**config.mk**
```make
export PLATFORM = sky130hd
export DESIGN_NAME = scr1_tcm_dport_arb_flat
export DESIGN_NICKNAME = d
export VERILOG_FILES = /design/src/rtl/scr1_tcm_dport_arb_if.sv /design/src/rtl/scr1_tcm_dport_arb.sv /design/src/flat_wrapper.sv
export SDC_FILE = /design/constraint.sdc
export NUM_CORES = 1
export LEC_CHECK = 0
export ABC_AREA = 1
export CORE_AREA = 5 5 97 99
export DETAILED_ROUTE_END_ITERATION = 7
export DIE_AREA = 0 0 102 104
export HOLD_SLACK_MARGIN = 0.03
export PLACE_DENSITY = 0.83
export SLEW_MARGIN = 30
export SYNTH_ARGS = -nofsm -noshare
export SYNTH_HDL_FRONTEND = slang
export SYNTH_SLANG_ARGS = --single-unit
```
**constraint.sdc**
```tcl
create_clock -name clk -period 1.07 [get_ports clk]
set_input_delay 0.107 -clock clk [delete_from_list [all_inputs] [get_ports clk]]
set_output_delay 0.107 -clock clk [all_outputs]
set_load 0.02 [all_outputs]
```
**src/rtl/scr1_tcm_dport_arb_if.sv**
```systemverilog
`default_nettype none
// ============================================================================
// Module  : scr1_tcm_dport_arb_if
// Brief   : Bundle of requester (dmem, ext) and TCM port-B signals for the arbiter.
// Revision: 1.0
// ============================================================================
interface scr1_tcm_dport_arb_if #(
  parameter int AW = 16
);
  logic          dmem_req;
  logic          dmem_we;
  logic [1:0]    dmem_width;
  logic [AW-1:0] dmem_addr;
  logic [31:0]   dmem_wdata;
  logic          dmem_ack;
  logic          dmem_resp;
  logic          dmem_err;
  logic [31:0]   dmem_rdata;

  logic          ext_req;
  logic          ext_we;
  logic [1:0]    ext_width;
  logic [AW-1:0] ext_addr;
  logic [31:0]   ext_wdata;
  logic          ext_ack;
  logic          ext_resp;
  logic          ext_err;
  logic [31:0]   ext_rdata;

  logic          mem_renb;
  logic          mem_wenb;
  logic [3:0]    mem_webb;
  logic [AW-3:0] mem_addrb;
  logic [31:0]   mem_datab;
  logic [31:0]   mem_qb;

  // Environment side: both requesters plus the memory model.
  modport master (
    output dmem_req, dmem_we, dmem_width, dmem_addr, dmem_wdata,
    input  dmem_ack, dmem_resp, dmem_err, dmem_rdata,
    output ext_req, ext_we, ext_width, ext_addr, ext_wdata,
    input  ext_ack, ext_resp, ext_err, ext_rdata,
    input  mem_renb, mem_wenb, mem_webb, mem_addrb, mem_datab,
    output mem_qb
  );

  modport slave (
    input  dmem_req, dmem_we, dmem_width, dmem_addr, dmem_wdata,
    output dmem_ack, dmem_resp, dmem_err, dmem_rdata,
    input  ext_req, ext_we, ext_width, ext_addr, ext_wdata,
    output ext_ack, ext_resp, ext_err, ext_rdata,
    output mem_renb, mem_wenb, mem_webb, mem_addrb, mem_datab,
    input  mem_qb
  );
endinterface
`default_nettype wire

```
**src/rtl/scr1_tcm_dport_arb.sv**
```systemverilog
`default_nettype none
// ============================================================================
// Module  : scr1_tcm_dport_arb
// Brief   : TCM port-B arbiter for dmem/ext; optional anti-starvation via
//           SCR1_TCM_ARB_STARVE_EN.
// Revision: 1.0
// ============================================================================
module scr1_tcm_dport_arb #(
  parameter int TCM_SIZE     = 32'h00010000,
  parameter int STARVE_LIMIT = 4
) (
  input wire                  clk,
  input wire                  rst,
  scr1_tcm_dport_arb_if.slave bus
);
  localparam int AW = $clog2(TCM_SIZE);

  typedef enum logic [1:0] {
    OWN_NONE = 2'd0,
    OWN_DMEM = 2'd1,
    OWN_EXT  = 2'd2
  } owner_e;

  if (STARVE_LIMIT < 1) begin : g_bad_starve_limit
    $error("STARVE_LIMIT must be at least 1");
  end

  logic          w_ext_prio;
  logic          w_dmem_gnt;
  logic          w_ext_gnt;
  logic          w_any_gnt;
  logic          w_sel_we;
  logic [1:0]    w_sel_width;
  logic [AW-1:0] w_sel_addr;
  logic [31:0]   w_sel_wdata;
  logic          w_misalign;
  logic [3:0]    w_webb;
  logic [31:0]   w_datab;
  logic          w_dmem_rsp;
  logic          w_ext_rsp;
  logic [31:0]   w_rsp_data;

  owner_e        r_owner;
  logic          r_err;
  logic          r_rd;

  assign w_dmem_gnt = !rst && bus.dmem_req && !(w_ext_prio && bus.ext_req);
  assign w_ext_gnt  = !rst && bus.ext_req && !w_dmem_gnt;
  assign w_any_gnt  = w_dmem_gnt || w_ext_gnt;

  assign w_sel_we    = w_ext_gnt ? bus.ext_we    : bus.dmem_we;
  assign w_sel_width = w_ext_gnt ? bus.ext_width : bus.dmem_width;
  assign w_sel_addr  = w_ext_gnt ? bus.ext_addr  : bus.dmem_addr;
  assign w_sel_wdata = w_ext_gnt ? bus.ext_wdata : bus.dmem_wdata;

  always_comb begin
    w_misalign = 1'b0;
    w_webb     = 4'b1111;
    w_datab    = w_sel_wdata;
    case (w_sel_width)
      2'b00: begin
        w_webb  = 4'b0001 << w_sel_addr[1:0];
        w_datab = {4{w_sel_wdata[7:0]}};
      end
      2'b01: begin
        w_misalign = w_sel_addr[0];
        w_webb     = 4'b0011 << w_sel_addr[1:0];
        w_datab    = {2{w_sel_wdata[15:0]}};
      end
      2'b10:   w_misalign = |w_sel_addr[1:0];
      default: w_misalign = 1'b1;
    endcase
  end

  // Faulty requests are still acked but never reach the array.
  assign bus.mem_renb  = w_any_gnt && !w_sel_we && !w_misalign;
  assign bus.mem_wenb  = w_any_gnt && w_sel_we && !w_misalign;
  assign bus.mem_webb  = w_webb;
  assign bus.mem_datab = w_datab;
  assign bus.mem_addrb = w_sel_addr[AW-1:2];
  assign bus.dmem_ack  = w_dmem_gnt;
  assign bus.ext_ack   = w_ext_gnt;

  always_ff @(posedge clk) begin
    if (rst) begin
      r_owner <= OWN_NONE;
      r_err   <= 1'b0;
      r_rd    <= 1'b0;
    end else begin
      r_owner <= w_dmem_gnt ? OWN_DMEM : (w_ext_gnt ? OWN_EXT : OWN_NONE);
      r_err   <= w_any_gnt && w_misalign;
      r_rd    <= w_any_gnt && !w_sel_we && !w_misalign;
    end
  end

`ifdef SCR1_TCM_ARB_STARVE_EN
  localparam int SCW = $clog2(STARVE_LIMIT + 1);
  logic [SCW-1:0] r_starve_cnt;

  always_ff @(posedge clk) begin
    if (rst || !bus.ext_req || w_ext_gnt) begin
      r_starve_cnt <= '0;
    end else if (r_starve_cnt != SCW'(STARVE_LIMIT)) begin
      r_starve_cnt <= r_starve_cnt + SCW'(1);
    end
  end

  assign w_ext_prio = (r_starve_cnt == SCW'(STARVE_LIMIT));
`else
  assign w_ext_prio = 1'b0;
`endif

  // mem_qb is only meaningful in the cycle after a read enable, so it is
  // steered straight to the owner rather than re-registered.
  assign w_dmem_rsp = !rst && (r_owner == OWN_DMEM);
  assign w_ext_rsp  = !rst && (r_owner == OWN_EXT);
  assign w_rsp_data = r_rd ? bus.mem_qb : 32'h0;

  assign bus.dmem_resp  = w_dmem_rsp;
  assign bus.dmem_err   = w_dmem_rsp && r_err;
  assign bus.dmem_rdata = w_dmem_rsp ? w_rsp_data : 32'h0;
  assign bus.ext_resp   = w_ext_rsp;
  assign bus.ext_err    = w_ext_rsp && r_err;
  assign bus.ext_rdata  = w_ext_rsp ? w_rsp_data : 32'h0;
endmodule
`default_nettype wire

```
**src/flat_wrapper.sv**
```systemverilog
// flat-port wrapper written by rule: the top's interface ports become plain ports
module scr1_tcm_dport_arb_flat 
#(
  parameter int TCM_SIZE     = 32'h00010000,
  parameter int STARVE_LIMIT = 4
)
  (clk, rst, bus_dmem_req, bus_dmem_we, bus_dmem_width, bus_dmem_addr, bus_dmem_wdata, bus_dmem_ack, bus_dmem_resp, bus_dmem_err, bus_dmem_rdata, bus_ext_req, bus_ext_we, bus_ext_width, bus_ext_addr, bus_ext_wdata, bus_ext_ack, bus_ext_resp, bus_ext_err, bus_ext_rdata, bus_mem_renb, bus_mem_wenb, bus_mem_webb, bus_mem_addrb, bus_mem_datab, bus_mem_qb);
  scr1_tcm_dport_arb_if #(.AW(($clog2(TCM_SIZE)))) bus_i ();
  input wire clk;
  input wire rst;
  input wire logic [$bits(bus_i.dmem_req)-1:0] bus_dmem_req;
  input wire logic [$bits(bus_i.dmem_we)-1:0] bus_dmem_we;
  input wire logic [$bits(bus_i.dmem_width)-1:0] bus_dmem_width;
  input wire logic [$bits(bus_i.dmem_addr)-1:0] bus_dmem_addr;
  input wire logic [$bits(bus_i.dmem_wdata)-1:0] bus_dmem_wdata;
  output wire logic [$bits(bus_i.dmem_ack)-1:0] bus_dmem_ack;
  output wire logic [$bits(bus_i.dmem_resp)-1:0] bus_dmem_resp;
  output wire logic [$bits(bus_i.dmem_err)-1:0] bus_dmem_err;
  output wire logic [$bits(bus_i.dmem_rdata)-1:0] bus_dmem_rdata;
  input wire logic [$bits(bus_i.ext_req)-1:0] bus_ext_req;
  input wire logic [$bits(bus_i.ext_we)-1:0] bus_ext_we;
  input wire logic [$bits(bus_i.ext_width)-1:0] bus_ext_width;
  input wire logic [$bits(bus_i.ext_addr)-1:0] bus_ext_addr;
  input wire logic [$bits(bus_i.ext_wdata)-1:0] bus_ext_wdata;
  output wire logic [$bits(bus_i.ext_ack)-1:0] bus_ext_ack;
  output wire logic [$bits(bus_i.ext_resp)-1:0] bus_ext_resp;
  output wire logic [$bits(bus_i.ext_err)-1:0] bus_ext_err;
  output wire logic [$bits(bus_i.ext_rdata)-1:0] bus_ext_rdata;
  output wire logic [$bits(bus_i.mem_renb)-1:0] bus_mem_renb;
  output wire logic [$bits(bus_i.mem_wenb)-1:0] bus_mem_wenb;
  output wire logic [$bits(bus_i.mem_webb)-1:0] bus_mem_webb;
  output wire logic [$bits(bus_i.mem_addrb)-1:0] bus_mem_addrb;
  output wire logic [$bits(bus_i.mem_datab)-1:0] bus_mem_datab;
  input wire logic [$bits(bus_i.mem_qb)-1:0] bus_mem_qb;
  assign bus_i.dmem_req = bus_dmem_req;
  assign bus_i.dmem_we = bus_dmem_we;
  assign bus_i.dmem_width = bus_dmem_width;
  assign bus_i.dmem_addr = bus_dmem_addr;
  assign bus_i.dmem_wdata = bus_dmem_wdata;
  assign bus_dmem_ack = bus_i.dmem_ack;
  assign bus_dmem_resp = bus_i.dmem_resp;
  assign bus_dmem_err = bus_i.dmem_err;
  assign bus_dmem_rdata = bus_i.dmem_rdata;
  assign bus_i.ext_req = bus_ext_req;
  assign bus_i.ext_we = bus_ext_we;
  assign bus_i.ext_width = bus_ext_width;
  assign bus_i.ext_addr = bus_ext_addr;
  assign bus_i.ext_wdata = bus_ext_wdata;
  assign bus_ext_ack = bus_i.ext_ack;
  assign bus_ext_resp = bus_i.ext_resp;
  assign bus_ext_err = bus_i.ext_err;
  assign bus_ext_rdata = bus_i.ext_rdata;
  assign bus_mem_renb = bus_i.mem_renb;
  assign bus_mem_wenb = bus_i.mem_wenb;
  assign bus_mem_webb = bus_i.mem_webb;
  assign bus_mem_addrb = bus_i.mem_addrb;
  assign bus_mem_datab = bus_i.mem_datab;
  assign bus_i.mem_qb = bus_mem_qb;
  scr1_tcm_dport_arb #(.TCM_SIZE(TCM_SIZE), .STARVE_LIMIT(STARVE_LIMIT)) u_core (.clk(clk), .rst(rst), .bus(bus_i));
endmodule
```
==> results of run 1 <==
-- metal layers --
layer  wire, µm  share of wire
met1       6140           0.30
met2      10600           0.52
met3       1770          0.087
met4       1740          0.086
met5          0              0
-- critical path: cells and delay by family (launching register included) --
family | cells | cell delay [ns]
flip-flops | 1 | 0.36
buffers and inverters | 3 | 0.52
AND/OR/NAND/NOR | 2 | 0.31
-- per-stage QoR --
| step | hold WS (ns) | total power, µW |
|---|---|---|
| 3_5_place_dp | 0.828 | 2460 |
| 4_1_cts | 0.133 | 3420 |
| 2_1_floorplan | 0.172 | 1210 |
| 6_report | 0.161 | 3920 |
| 3_3_place_gp | 0.821 | 2410 |
| 5_1_grt | 0.167 | 4020 |
-- state kept, by name (all words and copies together) (netlist names) --
signal,count
u_core.r_err,1
u_core.r_owner,2
u_core.r_rd,1
-- cell type report --
class	instances	area, µm²
timing repair buffer	362	4210
multi-input combinational	310	3090
fill	300	683
inverter	52	215
tap	108	135
sequential	4	82.6
clock buffer	3	41.3
antenna	2	5.00
-- synthesized netlist by cell type --
cell and n:
o21a_1 8, o21ai_0 1, buf_4 6, nand2_2 5
nor2_2 2, nor3_1 65, nand3_1 23, a21oi_1 1
nand2_4 1, inv_2 4, clkbuf_1 12, nand3_4 1
dfxtp_1 4, o21ai_4 1, buf_2 6, inv_1 48
nand2_1 192, nor2_1 10
-- cells by family after synthesis --
| kind of cell | synth area share |
|---|---|
| simple gates | 0.725 |
| buf+inv | 0.180 |
| compound gates | 0.0492 |
| flops | 0.0457 |
-- worst max path at each step --
stage / startpoint / to / slack (ns) / depth (start not counted)
after floorplan: u_core.r_owner[1] / bus_dmem_rdata[10] / -0.26 / 4
after global placement: bus_ext_req / bus_mem_datab[26] / -1.25 / 9
after detailed placement: bus_ext_req / bus_mem_datab[26] / -1.30 / 9
after CTS: u_core.r_owner[1] / bus_dmem_rdata[12] / -0.39 / 5
after global routing: bus_dmem_req / bus_mem_renb / -0.49 / 11
final: u_core.r_owner[1] / bus_ext_rdata[27] / -0.45 / 5
-- power groups by stage --
| stage | Clock [µW] | Combinational [µW] | Sequential, µW |
|---|---|---|---|
| final | 335 | 3420 | 168 |
| after global routing | 334 | 3520 | 168 |
| after CTS | 333 | 2920 | 165 |
| after detailed placement | 0 | 2290 | 167 |
| after global placement | 0 | 2250 | 166 |
| after floorplan | 0 | 1040 | 165 |
-- what timing repair did --
| item | CTS | global route |
|---|---|---|
| gates resized for setup | 942 | 147 |
| cloned | 10 | 4 |
| setup buffers | 31 | 16 |
| setup endpoints to repair | 124 | 123 |
| pin swaps | 67 | 58 |
==> results.ini, run 1 <==
[grt]
grt_util_met1 = 0.265
grt_max_degree = 16
antenna_found_initial = 2
grt_pass1_vias = 4470
grt_use_met3 = 0.0637
grt-ovfl-total = 0
grt_pass1_wl_um = 23700
met2_usage = 0.548
grtUsageTotal = 0.282
busiest_layer = met2

[cts]
root_buffer = clkbuf_8
hold_buffers = 0
clk_pin_slew_worst_paths_ns = 0.03
clk_path_buf_depth = 2
cts_sinks = 4
cts_made_buffers = 3
cts_tree = built
htree_levels = 1

[finish]
area_growth_pct = 344
drive_gt1_frac = 0.681
layoutNonFillerInstCount = 841
final_area_um2 = 7780
final_common_cell = buf_6
mostFrequentLayoutCells = 157 x buf_6, 127 x clkdlybuf4s50_1, 77 x nand2_2
layout.nets = 871
finish.utilization = 0.919

[pwr]
ir_drop_mv = 0.361
p_int_uw = 2080
clkPwrFrac = 0.086
power_frac_comb = 0.872
power.switching_uw = 1840
p_seq_frac = 0.043
powerDensity_nw_per_um2 = 504
leakagePower_uw = 0.00387
swShare = 0.470

[worst_setup_path]
cp-end-kind = output pin
worstPathCellList = buf_4, nand3_4, clkbuf_16, nor3_4, buf_6
cpPeakStageDelay_ns = 0.36
critPathMaxFanout = 7
crit_slowest_cell = dfxtp_2
startpoint_type = flop
worstPathArrival_ns = 1.41
critPathKind = reg -> out
crit_required_ns = 0.96

[worst_hold_path]
min_path_type = in -> reg
min_from = bus_ext_req
hold_depth = 3
hold_end = u_core.r_owner[1]

[synth]
ys_ff_latch = 4
yosysSeqAreaShare = 0.0457
netlist_area_um2 = 1750
synthesis.nets = 528
synth.avg_cell_area_um2 = 4.49
ys_types = 18
ys_top_cells_by_area = nand2_1 41%, nor3_1 19%, inv_1 10%
synth_warnings = 0
postSynthCellCount = 390
netlist.top_cell.by_area = nand2_1
synth_top_area_share = 0.411

[timing]
setup_viol = 123
finalCriticalPeriod_ns = 1.52
setup_ws_ns = -0.447
min_period_over_period = 1.42
rsz0062_at_grt = true
drv_slew = 0
fmax_ghz = 0.659
tightest_slew_ns = 0.229
slew_headroom = 0.847
hold_viol = 0
fin_setup_tns_ns = -43.20

[placed_design]
hpwlAfterDp_um = 11000
port_buffers = 259
place_congestion = 0.843
dp_cells = 780
dp_slack_ns = -1.30
dpl_cell_area_um2 = 5670

[detailed_routing]
detail_route.vias_per_cell = 5.32
drtPass1Iterations = 4
wl_per_cell_um = 24.1
vias = 4474
ant_nets = 0
first_iter_violations = 187
drc = 0
totalWireLength_um = 20300

[status]
status = complete, but fails checks
violations = negative setup slack

[floorplanning]
die_area_um2 = 10600
die_x_um = 102
die_h_um = 104
core_area_um2 = 8470
start_util = 0.207
rows = 34
pin_count = 260

[job]
maxCapViolations = 0

Power figures use the tool's default switching activity.
==> inputs of run 2 (changes only) <==
--- a/config.mk
+++ b/config.mk
@@ -6,11 +6,11 @@
 export NUM_CORES = 1
 export LEC_CHECK = 0
 export ABC_AREA = 1
-export CORE_AREA = 5 5 97 99
+export CORE_AREA = 2 2 100 102
 export DETAILED_ROUTE_END_ITERATION = 7
 export DIE_AREA = 0 0 102 104
 export HOLD_SLACK_MARGIN = 0.03
-export PLACE_DENSITY = 0.83
+export PLACE_DENSITY = 0.75
 export SLEW_MARGIN = 30
 export SYNTH_ARGS = -nofsm -noshare
 export SYNTH_HDL_FRONTEND = slang
==> run 2 against run 1 <==
Compared with the run above:
- the flow still finishes with violations (negative setup slack)
- core utilization down 13 points
- maximum frequency decreased by 3.6%
- worst hold slack lost 0.022 ns
- global-route usage is 3.3 points lower
- worst setup slack got worse by 0.057 ns
- combinational power shrank 10%
- largest power group unchanged
==> results.ini, run 2 (synthesized netlist as in run 1, its figures left out) <==
[status]
status = complete, but fails checks
violations = negative setup slack

[worst_setup_path]
endpoint = bus_dmem_rdata[20]
startpoint_type = flop
crit_required_ns = 0.96
cp-end-kind = output pin
crit_family = buffers and inverters
path_buf_inv = 4
crit_start = u_core.r_owner[1]
crit_slowest_cell = dfxtp_2
cpPeakStageDelay_ns = 0.32
cp_num_cells = 6
path_common_cell = nor3_4
critPathKind = reg -> out
critPathMaxFanout = 10
worstPathCellList = nor3_4, inv_4, buf_4, buf_12, nor3_4, buf_6
worstPathArrival_ns = 1.47

[timing]
finalCriticalPeriod_ns = 1.57
setup_viol = 123
hold_viol = 0
slew_headroom = 0.848
fmax_ghz = 0.635
timing.hold.ws_ns = 0.138
drv_slew = 0
fin_setup_tns_ns = -40.47
min_period_over_period = 1.47
rsz0062_at_grt = true
tightest_slew_ns = 0.228
setup_ws_ns = -0.504

[finish]
largest-register = u_core.r_owner
largest_register_ffs = 2
area_growth_pct = 330
top_regs = u_core.r_owner: 2 flops, u_core.r_err: 1 flops, u_core.r_rd: 1 flops
final_common_cell = buf_6
layoutNonFillerInstCount = 890
drive_gt1_frac = 0.646
fillCellCount = 570
mostFrequentLayoutCells = 174 x buf_6, 126 x clkdlybuf4s50_1, 89 x nand2_1
layout.nets = 896

[grt]
grt_pass1_vias = 4142
antenna_found_initial = 1
grtUsageTotal = 0.249
grt_pass1_wl_um = 20700
grt_max_degree = 20
grt-ovfl-total = 0

[pwr]
leakagePower_uw = 0.00387
ir_drop_mv = 0.353
powerDensity_nw_per_um2 = 473
p_seq_frac = 0.046
p_int_uw = 1980
clkPwrFrac = 0.094
power_frac_comb = 0.860
swShare = 0.445
power.switching_uw = 1590

[worst_hold_path]
min_path_type = in -> reg

[floorplanning]
start_util = 0.184
rows = 36
die_x_um = 102
die_area_um2 = 10600
core_area_um2 = 9550
die_h_um = 104
pin_count = 260

[detailed_routing]
detail_route.vias_per_cell = 4.57
ant_nets = 0
first_iter_violations = 79
totalWireLength_um = 14800
wl_per_cell_um = 16.6
drtPass1Iterations = 4
vias = 4063
drc = 0

[cts]
cts_made_buffers = 3
htree_levels = 1
cts_sinks = 4
clk_path_buf_depth = 2
clk_pin_slew_worst_paths_ns = 0.03
cts_tree = built
root_buffer = clkbuf_8

[placed_design]
port_buffers = 259
dp_cells = 816
place_congestion = 0.830
hpwlAfterDp_um = 10300

[job]
maxCapViolations = 0

run 2: worst min-delay path by stage:
| stage | cells past startpoint | startpoint | slack (ns) | to |
|---|---|---|---|---|
| 2_1_floorplan | 1 | bus_dmem_req | 0.17 | u_core.r_owner[1] |
| 3_3_place_gp | 3 | bus_dmem_req | 0.82 | u_core.r_owner[1] |
| 3_5_place_dp | 3 | bus_dmem_req | 0.81 | u_core.r_owner[1] |
| 4_1_cts | 4 | rst | 0.14 | u_core.r_owner[1] |
| 5_1_grt | 3 | bus_dmem_req | 0.15 | u_core.r_owner[1] |
| 6_report | 3 | bus_dmem_req | 0.14 | u_core.r_owner[1] |
run 2: layer usage:
metal,GRT usage,part of all wire
met3,0.0470,0.074
met2,0.506,0.58
met1,0.235,0.30
met4,0.0933,0.045
met5,0,0
run 2: stage by stage:
step	util	instance area, µm²	total power, µW	setup slack [ns]
after floorplan	-	2640	1210	-0.264
after global placement	0.601	5740	2430	-1.21
after detailed placement	0.601	5740	2460	-1.22
after CTS	0.734	7010	3340	-0.477
after global routing	0.790	7540	3730	-0.534
final	0.790	7540	3570	-0.504
run 2: layout make-up:
class	count	area [µm²]	share of cell area
Inverter	52	223	0.0295
Timing Repair Buffer	386	4210	0.558
Tap cell	133	166	0.0221
Clock buffer	3	41.3	0.00547
Antenna cell	1	2.50	0.000332
Sequential cell	4	82.6	0.0109
Multi-Input combinational cell	311	2820	0.373
run 2: what timing repair did:
item                                   CTS  global route
endpoints found under the hold margin    0             0
setup endpoints to repair              124           123
resized for setup                      916           101
hold buffers                             0             0
gates cloned                             5             0
setup buffers                           51            20
pin swaps                               65            51
run 2: power by group through the flow:
| stage | sequential (µW) | combinational [µW] | clock [µW] |
|---|---|---|---|
| after global routing | 167 | 3210 | 349 |
| after CTS | 165 | 2840 | 336 |
| after global placement | 167 | 2260 | 0 |
| after detailed placement | 167 | 2290 | 0 |
| final | 165 | 3070 | 336 |
| after floorplan | 165 | 1040 | 0 |
